### src/rtl/regfile_pkg.sv
// -----------------------------------------------------------------------------
// regfile_pkg
//   Shared defaults and types for the multi-port register file.
//   DEF_XLEN / DEF_NREGS : default data width and register count
//   reg_addr_t / reg_data_t : address and data types at the default sizes
//   ZERO_REG : architectural zero register (hard-wired to 0, never busy)
// -----------------------------------------------------------------------------
package regfile_pkg;

  localparam int unsigned DEF_XLEN  = 32;
  localparam int unsigned DEF_NREGS = 32;
  localparam int unsigned DEF_AW    = $clog2(DEF_NREGS);

  typedef logic [DEF_AW-1:0]   reg_addr_t;
  typedef logic [DEF_XLEN-1:0] reg_data_t;

  localparam reg_addr_t ZERO_REG = '0;

endpackage : regfile_pkg

### src/rtl/regfile_scoreboard.sv
// -----------------------------------------------------------------------------
// regfile_scoreboard
//   One busy bit per architectural register. A reservation marks a register
//   busy; a writeback to it clears it. When both hit the same register on one
//   edge the reservation wins, since it names a newer producer.
//   Register 0 can never become busy.
// Ports
//   clk, reset         rising-edge clock, asynchronous active-high reset
//   we, wa             writeback enables / addresses (clear busy)
//   rsv_valid/rsv_addr reservation request (set busy)
//   ra                 read-port addresses to look up
//   busy_rd            stored busy bit for each read port
// -----------------------------------------------------------------------------
module regfile_scoreboard
  import regfile_pkg::*;
#(
  parameter int unsigned NREGS  = DEF_NREGS,
  parameter int unsigned NREAD  = 2,
  parameter int unsigned NWRITE = 1
) (
  input  logic                             clk,
  input  logic                             reset,
  input  logic [NWRITE-1:0]                we,
  input  logic [NWRITE*$clog2(NREGS)-1:0]  wa,
  input  logic                             rsv_valid,
  input  logic [$clog2(NREGS)-1:0]         rsv_addr,
  input  logic [NREAD*$clog2(NREGS)-1:0]   ra,
  output logic [NREAD-1:0]                 busy_rd
);

  localparam int unsigned AW = $clog2(NREGS);
  localparam logic [AW-1:0] ZERO_ADDR = AW'(ZERO_REG);

  logic [NREGS-1:0] busy;
  logic [NREGS-1:0] busy_set;
  logic [NREGS-1:0] busy_clr;

  // NOTE: every signal driven in always_comb gets a default first, so no path
  // leaves it unassigned and no latch is inferred.
  always_comb begin
    busy_set = '0;
    busy_clr = '0;
    if (rsv_valid && rsv_addr != ZERO_ADDR)
      busy_set[rsv_addr] = 1'b1;
    for (int j = 0; j < NWRITE; j++) begin
      if (we[j] && wa[j*AW +: AW] != ZERO_ADDR)
        busy_clr[wa[j*AW +: AW]] = 1'b1;
    end
  end

  // Set is OR-ed in after the clear, so a same-edge reserve keeps the bit set.
  always_ff @(posedge clk or posedge reset) begin
    if (reset) busy <= '0;
    else       busy <= (busy & ~busy_clr) | busy_set;
  end

  always_comb begin
    busy_rd = '0;
    for (int i = 0; i < NREAD; i++)
      busy_rd[i] = busy[ra[i*AW +: AW]];
  end

endmodule : regfile_scoreboard

### src/rtl/regfile_mp.sv
// -----------------------------------------------------------------------------
// regfile_mp
//   Multi-port integer register file with per-register busy scoreboard.
//   NREAD combinational read ports, NWRITE synchronous write ports,
//   register 0 reads as zero and ignores writes/reservations.
//   On a same-address write conflict the highest write port index wins.
// Configuration macro
//   REGFILE_BYPASS_EN : forward same-cycle write data to matching read ports
//                       (highest write port wins) and report them not busy
//                       unless a same-cycle reservation targets them.
//                       Undefined: reads see stored state only.
// Ports
//   clk, reset          rising-edge clock, asynchronous active-high reset
//   ra  [NREAD*AW]      read addresses, port i at [i*AW +: AW]
//   rd  [NREAD*XLEN]    read data,      port i at [i*XLEN +: XLEN]
//   rbusy [NREAD]       pending-write flag of the register each port reads
//   we  [NWRITE]        write enables
//   wa  [NWRITE*AW]     write addresses
//   wd  [NWRITE*XLEN]   write data
//   rsv_valid, rsv_addr reserve (mark busy) a register at the next edge
// -----------------------------------------------------------------------------
module regfile_mp
  import regfile_pkg::*;
#(
  parameter int unsigned XLEN   = DEF_XLEN,
  parameter int unsigned NREGS  = DEF_NREGS,
  parameter int unsigned NREAD  = 2,
  parameter int unsigned NWRITE = 1
) (
  input  logic                             clk,
  input  logic                             reset,
  input  logic [NREAD*$clog2(NREGS)-1:0]   ra,
  output logic [NREAD*XLEN-1:0]            rd,
  output logic [NREAD-1:0]                 rbusy,
  input  logic [NWRITE-1:0]                we,
  input  logic [NWRITE*$clog2(NREGS)-1:0]  wa,
  input  logic [NWRITE*XLEN-1:0]           wd,
  input  logic                             rsv_valid,
  input  logic [$clog2(NREGS)-1:0]         rsv_addr
);

  localparam int unsigned AW = $clog2(NREGS);
  localparam logic [AW-1:0] ZERO_ADDR = AW'(ZERO_REG);

  logic [XLEN-1:0] mem [NREGS];
  logic [NREAD-1:0] sb_busy;

  // NOTE: the storage array is cleared by the asynchronous reset because the
  // architecture requires every register to read zero during and after reset.
  // NOTE: sequential state uses non-blocking assignments; within one edge the
  // last scheduled update to an entry wins, which gives the highest write
  // port priority on an address conflict.
  always_ff @(posedge clk or posedge reset) begin
    if (reset) begin
      for (int n = 0; n < NREGS; n++) mem[n] <= '0;
    end else begin
      for (int j = 0; j < NWRITE; j++) begin
        if (we[j] && wa[j*AW +: AW] != ZERO_ADDR)
          mem[wa[j*AW +: AW]] <= wd[j*XLEN +: XLEN];
      end
    end
  end

  regfile_scoreboard #(
    .NREGS  (NREGS),
    .NREAD  (NREAD),
    .NWRITE (NWRITE)
  ) u_scoreboard (
    .clk       (clk),
    .reset     (reset),
    .we        (we),
    .wa        (wa),
    .rsv_valid (rsv_valid),
    .rsv_addr  (rsv_addr),
    .ra        (ra),
    .busy_rd   (sb_busy)
  );

  logic [AW-1:0]   rd_addr;
  logic [XLEN-1:0] rd_val;
  logic            rd_bsy;

  always_comb begin
    rd      = '0;
    rbusy   = '0;
    rd_addr = '0;
    rd_val  = '0;
    rd_bsy  = 1'b0;
    for (int i = 0; i < NREAD; i++) begin
      rd_addr = ra[i*AW +: AW];
      rd_val  = (rd_addr == ZERO_ADDR) ? '0 : mem[rd_addr];
      rd_bsy  = sb_busy[i];
`ifdef REGFILE_BYPASS_EN
      // Ascending scan: a higher write port overrides a lower one.
      for (int j = 0; j < NWRITE; j++) begin
        if (we[j] && wa[j*AW +: AW] == rd_addr && rd_addr != ZERO_ADDR) begin
          rd_val = wd[j*XLEN +: XLEN];
          rd_bsy = rsv_valid && (rsv_addr == rd_addr);
        end
      end
`endif
      rd[i*XLEN +: XLEN] = rd_val;
      rbusy[i]           = rd_bsy;
    end
  end

endmodule : regfile_mp

### config.mk
export PLATFORM = sky130hd
export DESIGN_NAME = regfile_mp
export DESIGN_NICKNAME = d
export VERILOG_FILES = /design/src/rtl/regfile_pkg.sv /design/src/rtl/regfile_scoreboard.sv /design/src/rtl/regfile_mp.sv
export SDC_FILE = /design/constraint.sdc
export NUM_CORES = 2
export LEC_CHECK = 0
export ABC_AREA = 1
export CAP_MARGIN = 10
export CORE_ASPECT_RATIO = 1.75
export CORE_MARGIN = 2
export CORE_UTILIZATION = 23
export CTS_BUF_LIST = sky130_fd_sc_hd__clkbuf_16
export DETAILED_ROUTE_END_ITERATION = 7
export PLACE_DENSITY = 0.38
export SYNTH_ARGS = -nofsm -noshare
export SYNTH_HDL_FRONTEND = slang
export SYNTH_HIERARCHICAL = 1
export SYNTH_SLANG_ARGS = --single-unit
export TNS_END_PERCENT = 100
### constraint.sdc
create_clock -name clk -period 77.9 [get_ports clk]
set_clock_uncertainty 0.15 [all_clocks]
set_input_delay 23.37 -clock clk [delete_from_list [all_inputs] [get_ports clk]]
set_output_delay 23.37 -clock clk [all_outputs]
set_load 0.02 [all_outputs]
==> metrics.txt <==
status finished, final reports clean; nets 8,305; max cap viols 0; Max clock buf depth 3; most frequent cells in the layout 3,075 x nand2_1, 1,279 x o21ai_0, 1,056 x dfrtp_1; max incr delay on CP 0.90 ns; Root Driver clkbuf_16; slew margin rel. 0.1440; cts repair resizes 0; reg2reg path depth 2; Arrival @ worst endpoint 28.95 ns; Multi-input gate area 0.02846 mm²; global router's overall resource usage 0.2359; row count 245; worst ir drop on vdd 19.71 µV; Final period util 0.6735; register area share after synthesis 0.4497; Hold Startpoint mem[1014]; Worst setup SP type input port; Total Power 1.637 mW; I/O Buffers 121; family with the most delay on the worst path buffers and inverters; worst r2r src mem[550]; die height 672.7 µm; ys flop type dfrtp_1; postcts setup bufs 0; via count 59,561; Hold-fix buffers, CTS 0; Worst path most repeated cell nand2_1; placer's final routability congestion estimate 0.8442; Register Area 0.02643 mm²; count of final setup violators 0; clock sink count 1,056; Hold WC Path Type register to register; total die area 0.2597 mm²; crit path cell chain buf_8 -> inv_8 -> buf_12 -> buf_12 -> buf_4 -> nand2_1 -> nand3_1 -> nand3_1 -> nand2_1 -> nand2_1 -> nand3_1 -> nand2_1 -> nor2_1 -> clkdlybuf4s50_1; critical path class input port to output port; gr ovfl total 0; initial antenna violation count 19; LEAKAGE 30.39 nW; Crit. End Element output port; worst path bufs/invs 6; Post-Syn Instances 8,613; share of layout cells above drive strength 1 0.04264; actual slew at the worst max-slew pin 1.284 ns; Worst Path Required 54.38 ns; Async SR Flop Fraction 1.000; Synth Area per Inst 6.823 µm²; slowest stage cell, crit path buf_4; synthesized flop and latch total 1,056; vias in the first global route 58,328; antenna-violating nets left 0; drt wl/cell 26.61 µm; DRT iter0 DRCs 5,678; DRC Markers 0; Pre-Repair DR Iteration Count 8; Setup crit start ra[5]; initial core utilization 0.2310; CTS tree yes; wire length of the first global-routing pass 444.0 mm; fin crit period 52.47 ns; pwr dens 24.72 mW/mm²; htree depth 3; Layout fillers 28,272; Final Max Tran Viols 0; WP depth 14; crit path max fanout 140; worst skew pair latency 0.76 ns; Hold Fails Final Rpt 0; Synth cell types 25; TritonCTS Buffers 120; total core area 0.2544 mm²; vias per inst 5.095; area growth from synthesis to layout 12.73%; YS warnings 6; pin count of the biggest net entering global routing 147; RSZ-0062 raised after global routing no; number of synthesized flops with an enable pin 0; Achievable Freq 19.06 MHz; hold_ws 0.2510 ns; commonest non-fill, non-tap cell in the layout nand2_1; fin util 0.2604; Syn Nets 8,669; IO Pins 122; Setup TNS 0 ns; Reg clk slew, reported paths 0.06 ns; Die X 386.1 µm; Min-Delay Path Depth 0; Final HPWL DP 175.8 mm; Mapped Area 0.05877 mm²; total routed wirelength 311.1 mm
-- synthesized netlist by cell type, types with 7 or more instances --
cell	count	share of area
a21oi_1	193	0.016
clkbuf_1	516	0.033
o21ai_1	113	0.0096
nand2_1	3101	0.20
nand4_1	7	0.00075
nor2_1	681	0.043
o21ai_0	1279	0.11
buf_2	130	0.011
nand3_1	1042	0.089
buf_1	71	0.0045
o31ai_1	7	0.00089
o211ai_1	85	0.011
inv_2	22	0.0014
dfrtp_1	1056	0.45
inv_1	279	0.018
-- metal layers --
layer / vias up / track usage / wire, µm
li1: 27181 / - / -
met1: 29560 / 0.2941 / 127700
met2: 2265 / 0.4069 / 151600
met3: 551 / 0.02691 / 16580
met4: 4 / 0.1031 / 15270
met5: - / 0 / 26
-- power by group --
part / leakage (nW) / switching, mW / internal [mW]
combinational: 15.0 / 0.229 / 0.114
sequential: 13.5 / 0.0790 / 0.653
clock: 1.90 / 0.261 / 0.302
total: 30.4 / 0.569 / 1.07
-- worst register-to-register path, cell delays in order (launching register included) --
cell,delay [ns]
dfrtp_1,0.46
nand2_1,0.09
o21ai_0,0.09
-- layout make-up --
class,instances,area share
multi-input combinational,6524,0.4296
sequential,1056,0.3989
tap,3334,0.06297
clock buffer,123,0.04646
timing repair buffer,240,0.03472
inverter,307,0.01834
clock inverter,99,0.008783
antenna,6,0.0002267
-- registers in the layout, summed over array words and instances, names as in the netlist --
signal	count
u_scoreboard/busy	32
mem	1024
-- through the flow --
stage / cell area (µm²) / instances / setup WS, ns
after floorplan: 58770 / 8613 / 25.56
after detailed placement: 62550 / 11460 / 25.46
after global placement: 62540 / 11459 / 25.07
final: 66240 / 11689 / 25.43
after CTS: 66210 / 11682 / 25.44
after global routing: 66230 / 11685 / 25.21
-- final timing paths --
check | end | slack, ns
worst max-delay path | rd[44] | 25.43
worst min-delay path | mem[1014] | 0.25
worst max register to register | mem[550] | 76.95
worst min register to register | mem[1014] | 0.25
max in group asynchronous | mem[198] | 50.45
min in group asynchronous | mem[186] | 22.99
-- cell families (layout without fill, tap and decap cells) --
family,Yosys count,count (layout),synth area share
AND/OR/NAND/NOR,4847,4847,0.3337
AO/OA/AOI/OAI,1677,1677,0.1467
flip-flops,1056,1056,0.4497
buffers and inverters,1033,769,0.06988
other,0,6,0
No activity file was read; power rests on OpenSTA's default activity.
